===== config.mk =====
export PLATFORM = sky130hd
export DESIGN_NAME = mod_loop_counter
export DESIGN_NICKNAME = d
export VERILOG_FILES = /design/src/rtl/mod_loop_counter.sv
export SDC_FILE = /design/constraint.sdc
export NUM_CORES = 1
export LEC_CHECK = 0
export ABC_CLOCK_PERIOD_IN_PS = 2500
export BUFFER_PORTS_ARGS = -buffer_cell sky130_fd_sc_hd__buf_4
export CAP_MARGIN = 20
export CORE_AREA = 5 5 42 44
export CTS_CLUSTER_DIAMETER = 80
export DETAILED_ROUTE_END_ITERATION = 12
export DIE_AREA = 0 0 47 49
export PLACE_DENSITY = 0.71
export SLEW_MARGIN = 30
export SYNTH_ARGS = -nofsm -noshare
export SYNTH_HDL_FRONTEND = slang
export SYNTH_SLANG_ARGS = --single-unit

===== constraint.sdc =====
create_clock -name clk -period 2.5 [get_ports clk]
set_clock_uncertainty 0.05 [all_clocks]
set_input_delay 0.25 -clock clk [delete_from_list [all_inputs] [get_ports clk]]
set_output_delay 0.25 -clock clk [all_outputs]
set_load 0.03 [all_outputs]

===== src/rtl/mod_loop_counter.sv =====
// Modulo-(MAX+1) up/down counter with enable, clamped parallel load, terminal-count
// pulse and a one-shot run FSM. Define MOD_COUNTER_SAT_EN to saturate instead of wrap.
module mod_loop_counter #(
  parameter int WIDTH   = 4,
  parameter int MAX     = 15,
  parameter int RST_VAL = 0
) (
  input  logic             clk,
  input  logic             rst,
  input  logic             en,
  input  logic             up,
  input  logic             oneshot,
  input  logic             start,
  input  logic             load,
  input  logic [WIDTH-1:0] din,
  output logic [WIDTH-1:0] y,
  output logic             tc,
  output logic             busy,
  output logic             done
);

  typedef enum logic [1:0] {
    IDLE = 2'd0,
    RUN  = 2'd1,
    DONE = 2'd2
  } state_e;

  localparam logic [WIDTH-1:0] MAX_V = WIDTH'(MAX);
  localparam logic [WIDTH-1:0] RST_V = WIDTH'(RST_VAL);

  state_e           state_q, state_d;
  logic [WIDTH-1:0] y_q, y_d;
  logic             tc_q, tc_d;
  logic             busy_q, done_q;
  logic             term, step_ok, launch;
  logic [WIDTH-1:0] y_step;

  always_comb begin
    // NOTE: every always_comb output gets a default first, so no path can infer a latch.
    y_d     = y_q;
    tc_d    = 1'b0;
    state_d = state_q;

    term    = up ? (y_q == MAX_V) : (y_q == '0);
    step_ok = en && (!oneshot || (state_q == RUN));
    launch  = oneshot && start && (state_q != RUN);
    y_step  = up ? (y_q + 1'b1) : (y_q - 1'b1);

    if (launch) begin
      y_d     = up ? '0 : MAX_V;
      state_d = RUN;
    end else if (load) begin
      y_d = (din > MAX_V) ? MAX_V : din;
    end else if (step_ok) begin
      if (!term) begin
        y_d = y_step;
      end else if (oneshot) begin
        // Terminal step of a run: count freezes on the end value.
        tc_d    = 1'b1;
        state_d = DONE;
      end else begin
        tc_d = 1'b1;
`ifndef MOD_COUNTER_SAT_EN
        y_d  = up ? '0 : MAX_V;
`endif
      end
    end

    // Leaving one-shot mode drops the FSM back to IDLE from any state.
    if (!oneshot) begin
      state_d = IDLE;
    end
  end

  // NOTE: sequential state uses non-blocking assignments so all flops update together.
  always_ff @(posedge clk or negedge rst) begin
    if (!rst) begin
      state_q <= IDLE;
      y_q     <= RST_V;
      tc_q    <= 1'b0;
      busy_q  <= 1'b0;
      done_q  <= 1'b0;
    end else begin
      state_q <= state_d;
      y_q     <= y_d;
      tc_q    <= tc_d;
      busy_q  <= (state_d == RUN);
      done_q  <= (state_d == DONE);
    end
  end

  assign y    = y_q;
  assign tc   = tc_q;
  assign busy = busy_q;
  assign done = done_q;

endmodule


=== Yosys cells after proc, flatten, opt, wreduce, memory -nomap -nowiden ===
Cells that the tools add are included.

* Flip-flop bits (word level): 9
* Bits in latches: 0
* Bits in writable memories: 0
* Bits in read-only memories: 0
* Input bits: 11
* Memories kept: 0

* $add $sub $neg: 2
* $mul: 0
* Divide/modulo/power cells: 0
* Order comparisons: 1
* Equality and inequality tests: 6
* Shift-type cells: 0
* Muxes and demuxes: 18
* Bitwise logic cells: 0
* Reduce and logical (&&, ||, !) cells: 8

{| class="wikitable"
|+ Operators with widths
! operator !! count
|-
| $mux 4 || 8
|-
| $mux 2 || 5
|-
| $mux 1 || 5
|-
| $add 4x1->4 const B || 1
|-
| $eq 2x1->1 const B || 2
|-
| $eq 4x4->1 const B || 1
|-
| $gt 4x4->1 const B || 1
|-
| $logic_not 4->1 || 1
|-
| $ne 4x3->1 const B || 1
|-
| $sub 4x1->4 const B || 1
|-
| $logic_and 1x1->1 || 3
|-
| $reduce_bool 3->1 || 1
|-
| $eq 2x2->1 const B || 1
|-
| $ne 2x1->1 const B || 1
|-
| $reduce_and 2->1 || 1
|-
| $logic_not 1->1 || 1
|-
| $logic_or 1x1->1 || 1
|}

=== Longest topological paths before layout ===
Gate-level depths: netlist (run 1).

* Word-level depth: 8
* Mapped depth: 7
* Gate-level depth less buffers: 7

=== Worst setup path before layout (run 1) ===
OpenSTA, ideal clock, no wires.

* Path type: reg2reg
* From: register y_q[0] (netlist: y[0])
* To: register y_q[1] (netlist: y[1])
* Setup time: 0.127 ns
* Arrival time: 2.187 ns
* Data required time: 2.323 ns
* Slack: 0.135 ns
* Cell stages (with the launch flop): 7
* Path buffers: 1
* Cells stage by stage: dfrtp_1 or4_4 nor2_2 nor4b_1 or4_1 buf_2 mux2_1

* Longest elaborated chain between the ends: 6

{| class="wikitable"
|+ Ends and longest elaborated chain
! element !! RTL line !! RTL
|-
| start: declaration || 32 || <nowiki>logic [WIDTH-1:0] y_q, y_d;</nowiki>
|-
| start signal: assignment || 85 || <nowiki>y_q <= y_d;</nowiki>
|-
| $sub 4x1->4, or another cell as far along || 47 || <nowiki>y_step = up ? (y_q + 1'b1) : (y_q - 1'b1);</nowiki>
|-
| $mux 4 or $mux 1 (tied branches) || 47, 44 ||
|-
| $mux 4 || 55 || <nowiki>if (!term) begin</nowiki>
|-
| $mux 4 || 54 || <nowiki>end else if (step_ok) begin</nowiki>
|-
| $mux 4 || 52 || <nowiki>end else if (load) begin</nowiki>
|-
| $mux 4 || 49 || <nowiki>if (launch) begin</nowiki>
|}

Several ways; a longest one is shown, not always the timed one. The select of a mux whose other input is x is not followed.
A chain may end at the register's enable or synchronous reset.

=== Worst setup path in the final report (run 1) ===
* From: register y_q[3] (netlist: y[3])
* To: register y_q[3] (netlist: y[3])

The elaborated chain is that of the path after synthesis.

==> results of run 1 <==
-- worst max-delay path, delay by kind of cell, from the launching register on --
kind          cells  cell delay [ps]
flops             1              420
mux               1              350
simple gates      4             1330
-- timing repair --
action / in CTS / in global routing
hold buffers: 1 / 0
endpoints found under the hold margin: 9 / 0
setup buffers: 0 / 0
-- final cells by class --
type | count | area, sq um
timing repair buffer | 20 | 152.6
sequential | 9 | 225.2
tap | 16 | 20.02
multi-input combinational | 47 | 341.6
inverter | 5 | 18.77
clock buffer | 4 | 26.28
fill | 142 | 616.8
-- per-stage QoR --
stage / hold slack, ps / power [mW] / utilization [%] / worst slack (ps) / cell area [sq um]
after floorplan: -95.59 / 0.3451 / - / 135.4 / 590.6
after global placement: 26.22 / 0.4264 / 53.39 / 301.3 / 748.2
final: 214.5 / 0.5316 / 55.98 / 230.1 / 784.5
after detailed placement: 27.37 / 0.4306 / 53.39 / 237.3 / 748.2
after global routing: 227.1 / 0.5754 / 55.98 / 162.2 / 784.5
after CTS: 209.3 / 0.5397 / 55.98 / 227.7 / 784.5
-- kinds of logic after synthesis --
logic type               count (synthesis)
multiplexers                             3
adder cells (fa/ha/maj)                  3
XOR/XNOR                                 2
flip-flops                               9
AO/OA/AOI/OAI                           19
buffers and inverters                    6
AND/OR/NAND/NOR                         20
-- cells in the mapped netlist, types with 2 or more instances --
master    count  area (sq um)
inv_1         5         18.77
ha_1          2         25.02
o21ai_0       3         15.01
o211a_1       2         20.02
nand3_1       2         10.01
nand2b_1      2         12.51
o22ai_1       2         12.51
a21oi_1       4         20.02
o21a_1        3         22.52
nand2_1       4         15.01
mux2_1        2         22.52
dfrtp_1       9         225.2
nor2_1        3         11.26
and3_1        2         12.51
-- registers in the layout, indices dropped and copies added (netlist names) --
| name | flops |
|---|---|
| y | 4 |
| state_q | 2 |
| done | 1 |
| busy | 1 |
| tc | 1 |
-- routing by layer --
metal / GRT usage [%] / part of all wire [%] / up-vias
met5: 0 / 0 / -
met4: 2.765 / 0.38 / 0
met3: 4.059 / 3.7 / 2
met2: 21.27 / 53 / 11
met1: 16.63 / 43 / 259
li1: - / - / 277
-- power by group --
group	switching [mW]	internal, mW
Sequential	0.0292	0.167
Combinational	0.126	0.105
Clock	0.0431	0.0610
-- worst min-delay path by stage --
stage / slack (ps) / from / depth (start not counted) / endpoint
floorplan: -100 / rst / 0 / busy$_DFF_PN0_
global placement: 30 / rst / 1 / y[1]$_DFFE_PN0P_
detailed placement: 30 / rst / 1 / y[3]$_DFFE_PN0P_
CTS: 210 / start / 3 / busy$_DFF_PN0_
global route: 230 / start / 3 / busy$_DFF_PN0_
finish: 210 / start / 3 / busy$_DFF_PN0_
==> results.py, run 1 <==
metrics = {
    "detailed_routing": {
        "antenna_left": 0,
        "num_vias": 549,
        "drt_iter0_markers": 3,
        "avgRoutedWirePerCell_um": 13.09,
        "drt_wl_total_um": 1322,
        "drc": 0,
        "dr.pass1.iters": 4,
        "avgViaCountPerCell": 5.436,
    },
    "floorplan": {
        "initial_core_util_pct": 42.14,
        "die_h_um": 49,
        "fp.dieArea_sq_um": 2303,
        "io_pins": 18,
        "core_area_sq_um": 1401,
        "rows": 14,
        "die_w_um": 47,
    },
    "placed_design": {
        "io_buffers": 17,
        "place_hpwl_um": 1106,
        "dpl.cell_count": 96,
        "gp_congestion": 0.8271,
    },
    "clock_network": {
        "cts_inserted_buffers": 3,
        "htreeDepth": 1,
        "clockRootBuffer": "clkbuf_4",
        "clkSinkCount": 9,
        "clkTransAtPathRegs_ps": 60,
        "worstSkewPairLatency_ps": 250,
        "post_cts_resized": 0,
        "cts_tree": "built",
        "cts.path.max_buffers": 2,
    },
    "grt": {
        "grt_pass1_vias": 549,
        "grt_max_degree": 10,
        "gr-total-overflow": 0,
        "grt_pass1_wl_um": 2263,
        "antenna_found_initial": 0,
        "track_usage_pct": 13.11,
    },
    "finish": {
        "final_common_cell": "buf_4",
        "layout_common_cells": "buf_4 (19), dfrtp_1 (9), inv_1 (5), nand2_1 (4), a21oi_1 (4)",
        "antenna-diode-count": 0,
        "stdcell_count": 101,
        "nNetsFinal": 100,
        "area_growth_syn_to_layout_pct": 32.84,
        "drive_gt1_share_pct": 28.24,
    },
    "sta": {
        "slew_headroom_pct": 76.15,
        "min_period_ps": 2270,
        "finalHoldViolCount": 0,
        "tightest_slew_ps": 352.7,
        "setup_viol": 0,
        "drv_slew": 0,
        "post-route-period-util_pct": 90.80,
        "rsz0062_at_grt": "false",
        "fmax_mhz": 440.5,
        "setup_tns_ps": 0,
    },
    "yosys": {
        "synth_xor_area_share_pct": 2.966,
        "synth_cell_type_count": 31,
        "yosysWarnings": 0,
        "synth_ff_type": "dfrtp_1",
        "syn_area_sq_um": 590.6,
        "synth_edf_count": 0,
        "synth_fa_ha_area_share_pct": 7.627,
        "synth_seq_cells": 9,
        "synth-compound-area-share_pct": 22.67,
        "synth_cells": 62,
        "synth_fp_nets": 76,
        "synth-seq-area-share_pct": 38.14,
        "synth.area.mux_share_pct": 5.508,
        "syn_avg_cell_area_sq_um": 9.525,
        "async_flop_share_pct": 100.0,
        "yosys.area_share.simple_pct": 19.07,
        "synth_top_family_by_area": "compound AO/OA/AOI/OAI gates",
    },
    "critical_path": {
        "cpPeakStageDelay_ps": 580,
        "critPathLaunchType": "flip-flop",
        "criticalPathCategory": "flip-flop to flip-flop",
        "worst-endpoint-arrival_ps": 2350,
        "startpoint": "y[3]$_DFFE_PN0P_",
        "cp.required_ps": 2580,
        "slowest_stage": "or4_1",
        "crit_end": "y[3]$_DFFE_PN0P_",
        "path_max_fanout": 5,
        "r2r_cells": 5,
        "cp_cell_sequence": "or4_4 -> nor2_2 -> nor4b_1 -> or4_1 -> mux2_1",
        "rrSetupSlack_ps": 230,
        "r2r_start": "y[3]$_DFFE_PN0P_",
        "crit_path_end_kind": "flip-flop",
        "r2r-end": "y[3]$_DFFE_PN0P_",
    },
    "hold_path": {
        "hp-class": "input port to flip-flop",
    },
    "pwr": {
        "power_density_nw_per_um2": 677.7,
        "p_leak_nw": 0.3965,
        "vdd_drop_max_mv": 0.4105,
    },
    "run_status": {
        "outcome": "finished, final reports clean",
    },
    "job": {
        "max-cap-violations": 0,
    },
}
No activity file was read; power rests on OpenSTA's default activity.
==> run 2, diff against run 1 <==
--- a/config.mk
+++ b/config.mk
@@ -9,6 +9,7 @@
 export BUFFER_PORTS_ARGS = -buffer_cell sky130_fd_sc_hd__buf_4
 export CAP_MARGIN = 20
 export CORE_AREA = 5 5 42 44
+export CTS_BUF_LIST = sky130_fd_sc_hd__clkbuf_2
 export CTS_CLUSTER_DIAMETER = 80
 export DETAILED_ROUTE_END_ITERATION = 12
 export DIE_AREA = 0 0 47 49
==> run 2 against run 1 <==
Net effect: sequential cell count unchanged; final area shrank 0.80%; critical path depth did not move; final cell count stayed put; hold slack gained 13 ps; non-clock buffer count unchanged; wire length grew 0.30%; via count is 1.1% higher; die area did not move; largest cell class unchanged; largest power group unchanged.
==> results.py, run 2 (synthesized netlist as in run 1, its figures left out) <==
metrics = {
    "clock_network": {
        "postCtsSetupRepairBufs": 0,
        "clkSinkCount": 9,
        "clkTransAtPathRegs_ps": 80,
        "cts.path.max_buffers": 2,
        "htreeDepth": 1,
        "clockRootBuffer": "clkbuf_2",
        "worstSkewPairLatency_ps": 230,
        "cts_inserted_buffers": 3,
        "cts_tree": "built",
    },
    "placed_design": {
        "io_buffers": 17,
        "gp_congestion": 0.8271,
        "place_hpwl_um": 1106,
    },
    "sta": {
        "min_period_ps": 2270,
        "setup_viol": 0,
        "drv_slew": 0,
        "slew_headroom_pct": 75.70,
        "rsz0062_at_grt": "false",
        "tightest_slew_ps": 359.4,
        "finalHoldViolCount": 0,
        "fmax_mhz": 440.4,
        "post-route-period-util_pct": 90.82,
        "setup_tns_ps": 0,
        "whs_ps": 227.6,
    },
    "critical_path": {
        "criticalPathCategory": "flip-flop to flip-flop",
        "crit_path_end_kind": "flip-flop",
        "rrSetupSlack_ps": 230,
        "worst-endpoint-arrival_ps": 2330,
        "crit_family": "simple AND/OR/NAND/NOR gates",
        "path_max_fanout": 5,
        "critPathLaunchType": "flip-flop",
        "r2r-end": "y[3]$_DFFE_PN0P_",
        "slowest_stage": "or4_1",
        "cp_cell_sequence": "or4_4 -> nor2_2 -> nor4b_1 -> or4_1 -> mux2_1",
        "cpPeakStageDelay_ps": 580,
        "r2r_start": "y[3]$_DFFE_PN0P_",
        "startpoint": "y[3]$_DFFE_PN0P_",
        "critical_path_buf_inv_count": 0,
        "cp.required_ps": 2560,
        "r2r_cells": 5,
    },
    "floorplan": {
        "die_w_um": 47,
        "io_pins": 18,
        "core_area_sq_um": 1401,
        "die_h_um": 49,
        "initial_core_util_pct": 42.14,
        "rows": 14,
        "fp.dieArea_sq_um": 2303,
    },
    "finish": {
        "antenna-diode-count": 0,
        "nNetsFinal": 100,
        "fillers": 141,
        "area_growth_syn_to_layout_pct": 31.78,
        "layout_common_cells": "buf_4 (19), dfrtp_1 (9), inv_1 (5)",
        "seqCellArea_sq_um": 225.2,
        "final_common_cell": "buf_4",
        "multiInputGateArea_sq_um": 341.6,
        "drive_gt1_share_pct": 29.41,
        "largest_reg_flops": 4,
    },
    "hold_path": {
        "hold_depth": 3,
        "hp-start": "start",
        "hold_end": "busy$_DFF_PN0_",
        "hp-class": "input port to flip-flop",
    },
    "detailed_routing": {
        "drc": 0,
        "avgViaCountPerCell": 5.495,
        "highest_layer": "met4",
        "drt_iter0_markers": 3,
        "wl_met2_um": 703,
        "wl_met3_um": 57,
        "dr.pass1.iters": 5,
        "num_vias": 555,
        "wl_met1_um": 560,
        "antenna_left": 0,
        "drt_wl_total_um": 1326,
        "avgRoutedWirePerCell_um": 13.13,
    },
    "pwr": {
        "power_density_nw_per_um2": 660.6,
        "seqPwrFrac_pct": 38.1,
        "switchingPower_uw": 200.0,
        "combPwrFrac_pct": 45.0,
        "vdd_drop_max_mv": 0.3610,
        "intPower_uw": 314.1,
        "power_frac_clock_pct": 16.9,
        "p_sw_share_pct": 38.90,
        "p_leak_nw": 0.3982,
    },
    "grt": {
        "grt_pass1_vias": 549,
        "antenna_found_initial": 0,
        "grt_max_degree": 10,
        "track_usage_pct": 13.11,
        "gr-total-overflow": 0,
        "grt_pass1_wl_um": 2263,
    },
    "run_status": {
        "outcome": "finished, final reports clean",
    },
    "job": {
        "max-cap-violations": 0,
    },
}
[run 2: final cells by class]
class	count	area share, %
multi-input cells	47	43.89
flip-flops and latches	9	28.94
repair buffers	20	19.61
clock buffers	4	2.572
well taps	16	2.572
inverters	5	2.412
[run 2: worst min-delay path, cell delays in order]
cell and delay (ps):
buf_4 130, inv_1 50, a21oi_1 50
[run 2: layer usage]
metal  vias up  track usage, %
met3         2           4.059
met5         -               0
met2        15           21.27
met4         0           2.765
li1        277               -
met1       261           16.63
[run 2: worst max-delay path by stage]
stage | depth (start not counted) | to
after floorplan | 6 | y[1]$_DFFE_PN0P_
after global placement | 5 | y[1]$_DFFE_PN0P_
after detailed placement | 5 | y[3]$_DFFE_PN0P_
after CTS | 5 | y[3]$_DFFE_PN0P_
after global routing | 5 | y[1]$_DFFE_PN0P_
final | 5 | y[3]$_DFFE_PN0P_
[run 2: power by group through the flow]
stage          Clock [mW]  Combinational (mW)  Sequential (mW)
2_1_floorplan           0               0.108            0.237
5_1_grt             0.100               0.257            0.201
4_1_cts            0.0919               0.233            0.196
6_report           0.0869               0.231            0.196
3_5_place_dp            0               0.231            0.199
3_3_place_gp            0               0.230            0.197
[run 2: what timing repair did]
| action | in CTS | in global routing |
|---|---|---|
| endpoints found under the setup margin | 0 | 0 |
| endpoints found under the hold margin | 9 | 0 |
| hold buffers | 1 | 0 |
| resized for setup | 0 | 0 |
[run 2: through the flow]
stage                     std cells  util [%]  power (mW)  area (sq um)  setup WS [ps]
after floorplan                  62         -      0.3451         590.6          135.4
after global placement           96     53.39      0.4264         748.2          301.3
after detailed placement         96     53.39      0.4306         748.2          237.3
after CTS                       101     55.54      0.5215         778.2          223.8
after global routing            101     55.54      0.5582         778.2          157.5
final                           101     55.54      0.5141         778.2          229.6
